`src/rtl/cdb_pkg.sv`:
```
// ---------------------------------------------------------------------------
// cdb_pkg : shared types, defaults and pointer helper for the CDB arbiter
// Rev 1.0 : initial release
// ---------------------------------------------------------------------------
`default_nettype none
package cdb_pkg;

  localparam int CDB_W_DEF  = 4;
  localparam int CDB_TAG_W  = 6;
  localparam int CDB_DATA_W = 32;

  typedef struct packed {
    logic                  valid;
    logic [CDB_TAG_W-1:0]  tag;
    logic [CDB_DATA_W-1:0] val;
  } cdb_entry_t;

  // Slot after the last granted producer, wrapping at n.
  function automatic int unsigned rr_next(input int unsigned last, input int unsigned n);
    return (last + 1 >= n) ? 0 : last + 1;
  endfunction

endpackage
`default_nettype wire

```
`src/rtl/global_config_pkg.sv`:
```
// Minimal global configuration package supplying the core word length to cdb_arbiter.
`default_nettype none
package global_config_pkg;

  typedef struct packed {
    int unsigned ILEN;
  } cfg_t;

  localparam cfg_t Cfg = '{ILEN: 32};

endpackage
`default_nettype wire

```
`src/rtl/cdb_arbiter_rr_multi_pick.sv`:
```
// ---------------------------------------------------------------------------
// rr_multi_pick : combinational multi-grant round-robin picker
// Rev 1.0 : initial release
// ---------------------------------------------------------------------------
`default_nettype none
module rr_multi_pick #(
  parameter int N     = 6,
  parameter int W     = 4,
  parameter int IDX_W = 3
) (
  input  logic [N-1:0]     req,
  input  logic [IDX_W-1:0] ptr,
  output logic [N-1:0]     gnt,
  output logic [W-1:0]     lane_valid,
  output logic [IDX_W-1:0] lane_idx [W],
  output logic [IDX_W-1:0] last_idx
);

  int pos;
  int cnt;

  // Walk producers from ptr with wrap; the k-th hit fills lane k.
  always_comb begin
    gnt        = '0;
    lane_valid = '0;
    last_idx   = '0;
    pos        = 0;
    cnt        = 0;
    for (int k = 0; k < W; k++) lane_idx[k] = '0;
    for (int off = 0; off < N; off++) begin
      pos = int'(ptr) + off;
      if (pos >= N) pos = pos - N;
      for (int i = 0; i < N; i++) begin
        if (i == pos && req[i] && cnt < W) begin
          gnt[i] = 1'b1;
          for (int k = 0; k < W; k++) begin
            if (k == cnt) begin
              lane_valid[k] = 1'b1;
              lane_idx[k]   = IDX_W'(i);
            end
          end
          last_idx = IDX_W'(i);
          cnt      = cnt + 1;
        end
      end
    end
  end

endmodule
`default_nettype wire

```
`src/rtl/cdb_arbiter.sv`:
```
// ---------------------------------------------------------------------------
// cdb_arbiter : round-robin write-back scheduler onto registered CDB lanes.
// Optional stat counters built when CDB_ARB_STATS_EN is defined.
// Rev 1.0 : initial release
// ---------------------------------------------------------------------------
`default_nettype none
module cdb_arbiter
  import cdb_pkg::*;
#(
  parameter global_config_pkg::cfg_t Cfg = global_config_pkg::Cfg,
  parameter int N_SRC  = 6,
  parameter int CDB_W  = CDB_W_DEF,
  parameter int DATA_W = int'(Cfg.ILEN),
  parameter int TAG_W  = 6
) (
  input  logic              clk,
  input  logic              rst,
  input  logic              flush_i,
  input  logic [N_SRC-1:0]  src_valid_i,
  input  logic [TAG_W-1:0]  src_tag_i [N_SRC],
  input  logic [DATA_W-1:0] src_val_i [N_SRC],
  output logic [N_SRC-1:0]  src_ready_o,
  output logic [CDB_W-1:0]  cdb_valid_o,
  output logic [TAG_W-1:0]  cdb_tag_o [CDB_W],
  output logic [DATA_W-1:0] cdb_val_o [CDB_W],
  output logic [31:0]       stat_xfer_cnt_o,
  output logic [31:0]       stat_conflict_cnt_o
);

  localparam int IDX_W = (N_SRC > 1) ? $clog2(N_SRC) : 1;

  logic [IDX_W-1:0]  rr_ptr;
  logic [N_SRC-1:0]  req;
  logic [N_SRC-1:0]  gnt;
  logic [CDB_W-1:0]  lane_valid;
  logic [IDX_W-1:0]  lane_idx [CDB_W];
  logic [IDX_W-1:0]  last_idx;
  logic [IDX_W-1:0]  next_ptr;
  logic [TAG_W-1:0]  next_tag [CDB_W];
  logic [DATA_W-1:0] next_val [CDB_W];

  // Flush masks requests, so nothing is granted and the pointer holds.
  assign req = flush_i ? '0 : src_valid_i;

  rr_multi_pick #(
    .N     (N_SRC),
    .W     (CDB_W),
    .IDX_W (IDX_W)
  ) u_pick (
    .req        (req),
    .ptr        (rr_ptr),
    .gnt        (gnt),
    .lane_valid (lane_valid),
    .lane_idx   (lane_idx),
    .last_idx   (last_idx)
  );

  assign src_ready_o = rst ? '0 : gnt;
  assign next_ptr    = IDX_W'(rr_next(32'(last_idx), N_SRC));

  always_comb begin
    for (int k = 0; k < CDB_W; k++) begin
      next_tag[k] = '0;
      next_val[k] = '0;
      for (int i = 0; i < N_SRC; i++) begin
        if (lane_valid[k] && lane_idx[k] == IDX_W'(i)) begin
          next_tag[k] = src_tag_i[i];
          next_val[k] = src_val_i[i];
        end
      end
    end
  end

  always_ff @(posedge clk or posedge rst) begin
    if (rst) begin
      rr_ptr      <= '0;
      cdb_valid_o <= '0;
      for (int k = 0; k < CDB_W; k++) begin
        cdb_tag_o[k] <= '0;
        cdb_val_o[k] <= '0;
      end
    end else begin
      cdb_valid_o <= lane_valid;
      for (int k = 0; k < CDB_W; k++) begin
        cdb_tag_o[k] <= next_tag[k];
        cdb_val_o[k] <= next_val[k];
      end
      if (|gnt) rr_ptr <= next_ptr;
    end
  end

`ifdef CDB_ARB_STATS_EN
  logic [31:0] xfer_cnt;
  logic [31:0] conflict_cnt;
  logic [31:0] n_gnt;
  logic [31:0] n_req;

  // Raw valids are counted so flushed producers register as conflicts.
  assign n_gnt = 32'($countones(gnt));
  assign n_req = 32'($countones(src_valid_i));

  always_ff @(posedge clk or posedge rst) begin
    if (rst) begin
      xfer_cnt     <= '0;
      conflict_cnt <= '0;
    end else begin
      xfer_cnt <= xfer_cnt + n_gnt;
      if (n_req > n_gnt) conflict_cnt <= conflict_cnt + 32'd1;
    end
  end

  assign stat_xfer_cnt_o     = xfer_cnt;
  assign stat_conflict_cnt_o = conflict_cnt;
`else
  assign stat_xfer_cnt_o     = 32'd0;
  assign stat_conflict_cnt_o = 32'd0;
`endif

endmodule
`default_nettype wire

```
`config.mk`:
```
export PLATFORM = sky130hd
export DESIGN_NAME = cdb_arbiter
export DESIGN_NICKNAME = d
export VERILOG_FILES = /design/src/rtl/cdb_pkg.sv /design/src/rtl/global_config_pkg.sv /design/src/rtl/cdb_arbiter_rr_multi_pick.sv /design/src/rtl/cdb_arbiter.sv
export SDC_FILE = /design/constraint.sdc
export NUM_CORES = 1
export LEC_CHECK = 0
export BUFFER_PORTS_ARGS = -buffer_cell sky130_fd_sc_hd__buf_2
export CAP_MARGIN = 30
export CORE_ASPECT_RATIO = 0.8
export CORE_UTILIZATION = 30
export DETAILED_ROUTE_END_ITERATION = 16
export HOLD_SLACK_MARGIN = 0.1
export SKIP_LAST_GASP = 1
export SLEW_MARGIN = 15
export SYNTH_ARGS = -nofsm -noshare
export SYNTH_HDL_FRONTEND = slang
export SYNTH_SLANG_ARGS = --single-unit
```
`constraint.sdc`:
```
create_clock -name clk -period 25.8 [get_ports clk]
set_input_delay 1.29 -clock clk [delete_from_list [all_inputs] [get_ports clk]]
set_output_delay 1.29 -clock clk [all_outputs]
set_load 0.01 [all_outputs]
```
After elaboration in Yosys (flattened, before gate mapping)
Index checks and enable logic that the tools add are counted.
W data, S select, Z words.
{"block": "op_classes", "magnitude_cmp": 42, "reduce_logical": 141, "eq_ne": 155, "muxes": 513, "add_sub_neg": 46}
{"op": "$eq A3 B32 Y1 const A", "count": 80}
{"op": "$mux W32", "count": 64}
{"op": "$logic_not A32 Y1", "count": 41}
{"op": "$eq A2 B32 Y1 const A", "count": 40}
{"op": "$lt A32 B4 Y1 const B", "count": 34}
{"op": "$add A32 B2 Y32 const B", "count": 33}
{"op": "$mux W3", "count": 169}
{"op": "$mux W12", "count": 35}
{"op": "$eq A4 B32 Y1 const A", "count": 12}
{"op": "$mux W1", "count": 182}
{"op": "$ge A32 B4 Y1 const B", "count": 5}
{"op": "$sub A32 B4 Y32 const B", "count": 5}
{"op": "$mux W6", "count": 26}
{"op": "$mux W4", "count": 35}
{"op": "$logic_and A1 B1 Y1", "count": 95}
{"op": "$eq A3 B2 Y1 const B", "count": 8}
{"op": "$eq A3 B3 Y1 const B", "count": 8}
{"op": "$eq A3 B1 Y1 const B", "count": 4}
{"op": "$logic_not A3 Y1", "count": 4}
{"op": "$add A3 B1 Y4 const B", "count": 2}
{"op": "$add A3 B2 Y4 const B", "count": 2}
{"op": "$add A3 B3 Y4 const B", "count": 2}
{"op": "$reduce_or A6 Y1", "count": 1}
{"op": "$eq A2 B1 Y1 const A", "count": 2}
{"op": "other kinds (7)", "count": 8}
{"block": "word_totals", "reg_bits": 159, "elab_cells": 907}

Logic depth before layout (Yosys ltp)
{"block": "depth", "depth_word": 118, "mapped_depth": 141, "ltp_nobuf": 127}

Modules after synthesis
Synthesis repeated with hierarchy kept, for this count alone.
{"block": "unflattened", "hier_cells": 2523, "hier_area_um2": 19777.7}
{"mod": "cdb_arbiter", "cells_per_inst": 1509, "area_per_inst_um2": 12401.9, "instances": 1}
{"mod": "rr_multi_pick", "cells_per_inst": 1014, "area_per_inst_um2": 7375.8, "instances": 1}

Worst setup path after synthesis
No wires, ideal clock.
{"block": "synth_timing", "path_kind": "reg-to-reg", "startpoint": "register rr_ptr[0]", "endpoint": "register cdb_val_o[44] (netlist bit)", "required_time_ps": 25696, "stages_incl_launch_ff": 140, "path_buffers": 13, "arrival_time_ps": 26134, "slack_ps": -438, "path_cell_list": "dfrtp_1 buf_4 buf_6 buf_2 clkbuf_1 inv_1 ha_1 a211o_1 a21oi_1 nand2_1 inv_1 ha_1 xnor2_1 ha_1 a2bb2oi_1 nor2_1 ha_1 inv_1 [... 104 more ...] nor4_1 a2111o_1 a211o_1 and2_1 buf_2 ha_1 inv_1 nor4_1 a221o_1 a21oi_1 a21oi_1 and2_1 buf_2 nand2_2 buf_6 clkbuf_4 mux2i_1 a221oi_1"}
{"element": "start: declaration", "line_no": "cdb_arbiter.sv:32", "source": "logic [IDX_W-1:0] rr_ptr;"}
{"element": "start signal: assignment", "line_no": "cdb_arbiter.sv:88", "source": "if (|gnt) rr_ptr <= next_ptr;"}
{"element": "end signal: indexed assignment", "line_no": "cdb_arbiter.sv:86", "source": "cdb_val_o[k] <= next_val[k];"}
{"element": "end: declaration", "line_no": "cdb_arbiter.sv:25", "source": "output logic [DATA_W-1:0] cdb_val_o [CDB_W],"}

==> key figures <==
Die
  – DIE AREA: 68400 µm²
  – Core Footprint: 66200 µm²
  – Site Rows: 84
  – Number of I/O pins: 463
  – Die width: 292 µm
  – Initial Utilization: 30.5%
  – Die Span Y: 234 µm

Timing
  – Period utilization: 95.7%
  – Final Hold Fails: 0
  – Slew Limit Fails: 0
  – Hold_ws: 604 ps
  – Setup violators final: 0
  – Clock skew: 17.1 ps
  – Period minus WS final: 24680 ps
  – Worst Tran Pin Value: 985 ps
  – Fmax: 0.0405 GHz
  – Slew margin rel.: 33.6%
  – TNS Setup: 0 ps

Worst setup path
  – R2R cell count: 119
  – CP Launch Type: register
  – Top cell by count, worst path: ha_1
  – Reg-to-reg critical path endpoint: cdb_val_o[28]
  – Reg-to-reg critical path startpoint: rr_ptr[1]
  – Req. time, crit path: 26060 ps
  – Crit end category: register
  – Flop2flop setup slack: 1120 ps
  – Largest stage delay on the critical path: 540 ps
  – CP arrival: 24940 ps
  – Setup CP Type: reg2reg
  – CP max FO: 37
  – Critical Path Slowest Stage Cell: buf_4

Min path
  – Worst Hold Path Cells: 2
  – Worst Hold End: rr_ptr[0]
  – Min-delay src: rr_ptr[0]
  – Hold Crit Class: reg2reg

Detailed routing
  – Starting DRT DRC Count: 3224
  – WL final: 101000 µm
  – Detailed Routing Iterations Pass 1: 6
  – Routed vias/inst: 6.22
  – Number of routed nets with antenna violations: 0
  – Drt drc: 0
  – Vias: 23100
  – Drt wl/cell: 27.2 µm

CTS
  – Clk sinks: 159
  – Worst skew pair latency: 460 ps
  – CTS Root Cell: clkbuf_16
  – H-tree levels: 4
  – Worst-path clk slew: 70 ps
  – Hold Buf Count CTS: 0
  – Maximum root-to-sink buffer count: 2
  – Num CTS Buffers: 17
  – TritonCTS clock tree: built

Synth
  – Share of the synthesized area in the top cell type: 19.7%
  – Synth warn: 0
  – Biggest area consumer among synthesized cells: dfrtp_1
  – Synth area leaders: dfrtp_1, mux2i_1, ha_1, nand2_1, a22oi_1
  – Avg Synthesized Cell Area: 8.39 µm²
  – Sequential area share after synthesis: 19.7%
  – Ys async rst share: 100%
  – Post-Syn Area: 20200 µm²
  – Yosys cell types: 107
  – EDFF count, synth: 0
  – Synth Register Bits: 159
  – Syn Inst Count: 2410
  – Leading register cell type out of synthesis: dfrtp_1

Layout
  – Commonest non-fill, non-tap cells in the layout: buf_2, mux2i_1, nand2_1, dfrtp_1, ha_1
  – Area delta synth->final: 21.1%
  – Fill cell count: 6926
  – Share of layout cells above drive strength 1: 27.7%
  – Commonest non-fill, non-tap cell in the layout: buf_2
  – Nets@finish: 3184
  – Final Instance Area: 24500 µm²

Placed design
  – GP Congestion: 1.03
  – DP HPWL: 73200 µm
  – Placed cell areas: 23400 µm²
  – Port Buf Inserts: 398

GRT
  – Total track usage: 27.1%
  – Antenna violations before repair: 27
  – Global-route wire length before repair: 141000 µm
  – Pin count of the biggest net entering global routing: 91
  – Number of global-route vias before repair: 20800
  – GR Overflow Total: 0

Flow run
  – Max-Cap Viols: 0

Run status
  – Outcome: finished clean
## worst max-delay path: cells and delay by family (launching register included)
family | cells | cell delay (ps)
AO/OA/AOI/OAI | 40 | 8440
adder cells (fa/ha/maj) | 29 | 7780
AND/OR/NAND/NOR | 29 | 4190
buffers and inverters | 12 | 1650
multiplexers | 7 | 1590
flip-flops | 1 | 480
XOR/XNOR | 2 | 320
## registers in the layout, indices dropped and copies added (netlist names)
| name | count |
|---|---|
| rr_ptr | 3 |
| cdb_val_o | 128 |
| cdb_tag_o | 24 |
| cdb_valid_o | 4 |
## cells in the mapped netlist, drive strengths merged, types with 7 or more instances
| master | number |
|---|---|
| a22o | 28 |
| a21boi | 8 |
| o221ai | 76 |
| a211o | 13 |
| nand3b | 10 |
| dfrtp | 159 |
| nor3b | 8 |
| a21o | 46 |
| inv | 100 |
| or4 | 8 |
| nand3 | 107 |
| or3 | 7 |
| a21oi | 73 |
| xnor2 | 20 |
| nand2b | 13 |
| a32oi | 14 |
| mux2i | 268 |
| mux2 | 53 |
| a22oi | 94 |
| o31ai | 7 |
| o21a | 7 |
| and3 | 18 |
| a221oi | 46 |
| o22ai | 15 |
| o21ai | 121 |
| nor4 | 22 |
| nor2 | 107 |
| buf | 150 |
| a2bb2oi | 11 |
| a31oi | 18 |
| ha | 150 |
| nor3 | 41 |
| a211oi | 14 |
| nand2 | 221 |
| nand4 | 28 |
| a31o | 33 |
| or2 | 14 |
| o211ai | 15 |
| xor2 | 13 |
| nor2b | 8 |
| and2 | 32 |
| clkbuf | 96 |
| o22a | 36 |
## worst max-delay path by stage
stage	startpoint	end	cells past startpoint
floorplan	rr_ptr[0]	cdb_val_o[44]	138
global placement	flush_i	cdb_val_o[38]	121
detailed placement	flush_i	cdb_val_o[63]	125
CTS	rr_ptr[1]	cdb_val_o[38]	127
global route	rr_ptr[1]	cdb_val_o[41]	130
finish	rr_ptr[1]	cdb_val_o[28]	119
## cell families after synthesis
| group | count (synthesis) | synth area share [%] |
|---|---|---|
| buffers and inverters | 346 | 8.74 |
| other | 2 | 0.0371 |
| adder cells (fa/ha/maj) | 150 | 9.28 |
| multiplexers | 321 | 16.2 |
| flip-flops | 159 | 19.7 |
| AO/OA/AOI/OAI | 728 | 27.3 |
| AND/OR/NAND/NOR | 669 | 16.6 |
| XOR/XNOR | 35 | 2.07 |
## area by class of cell
| cell class | count | area (µm²) | area share, % |
|---|---|---|---|
| clock inverters | 12 | 128 | 0.521 |
| inverters | 100 | 383 | 1.56 |
| well taps | 860 | 1080 | 4.39 |
| multi-input cells | 1968 | 15000 | 61.3 |
| repair buffers | 551 | 3390 | 13.8 |
| diodes | 33 | 82.6 | 0.337 |
| clock buffers | 20 | 447 | 1.82 |
| flip-flops and latches | 159 | 3980 | 16.3 |
## stage by stage
step	instances	util, %	worst slack (ps)
2_1_floorplan	2473	-	57.5
3_3_place_gp	3620	35.2	505
3_5_place_dp	3623	35.3	-121
4_1_cts	3655	36.2	79.0
5_1_grt	3692	36.9	-77.1
6_report	3703	37.0	1120
## timing repair
action                                  4_1_cts  5_1_grt
pin swaps                                     0        4
setup buffers                                 0        5
endpoints found under the setup margin       16      156
resized for setup                             2       74
cloned                                        0        7
## metal layers
metal | routed length, µm | GRT usage [%] | up-vias
met5 | 65 | 0 | -
met4 | 3990 | 10.3 | 8
met3 | 12000 | 6.16 | 280
met2 | 42100 | 39.1 | 1739
met1 | 42600 | 38.9 | 11200
li1 | - | - | 9813
Power is not shown: default switching activity piles up to over one toggle a cycle in this logic, so the estimate is an artifact.
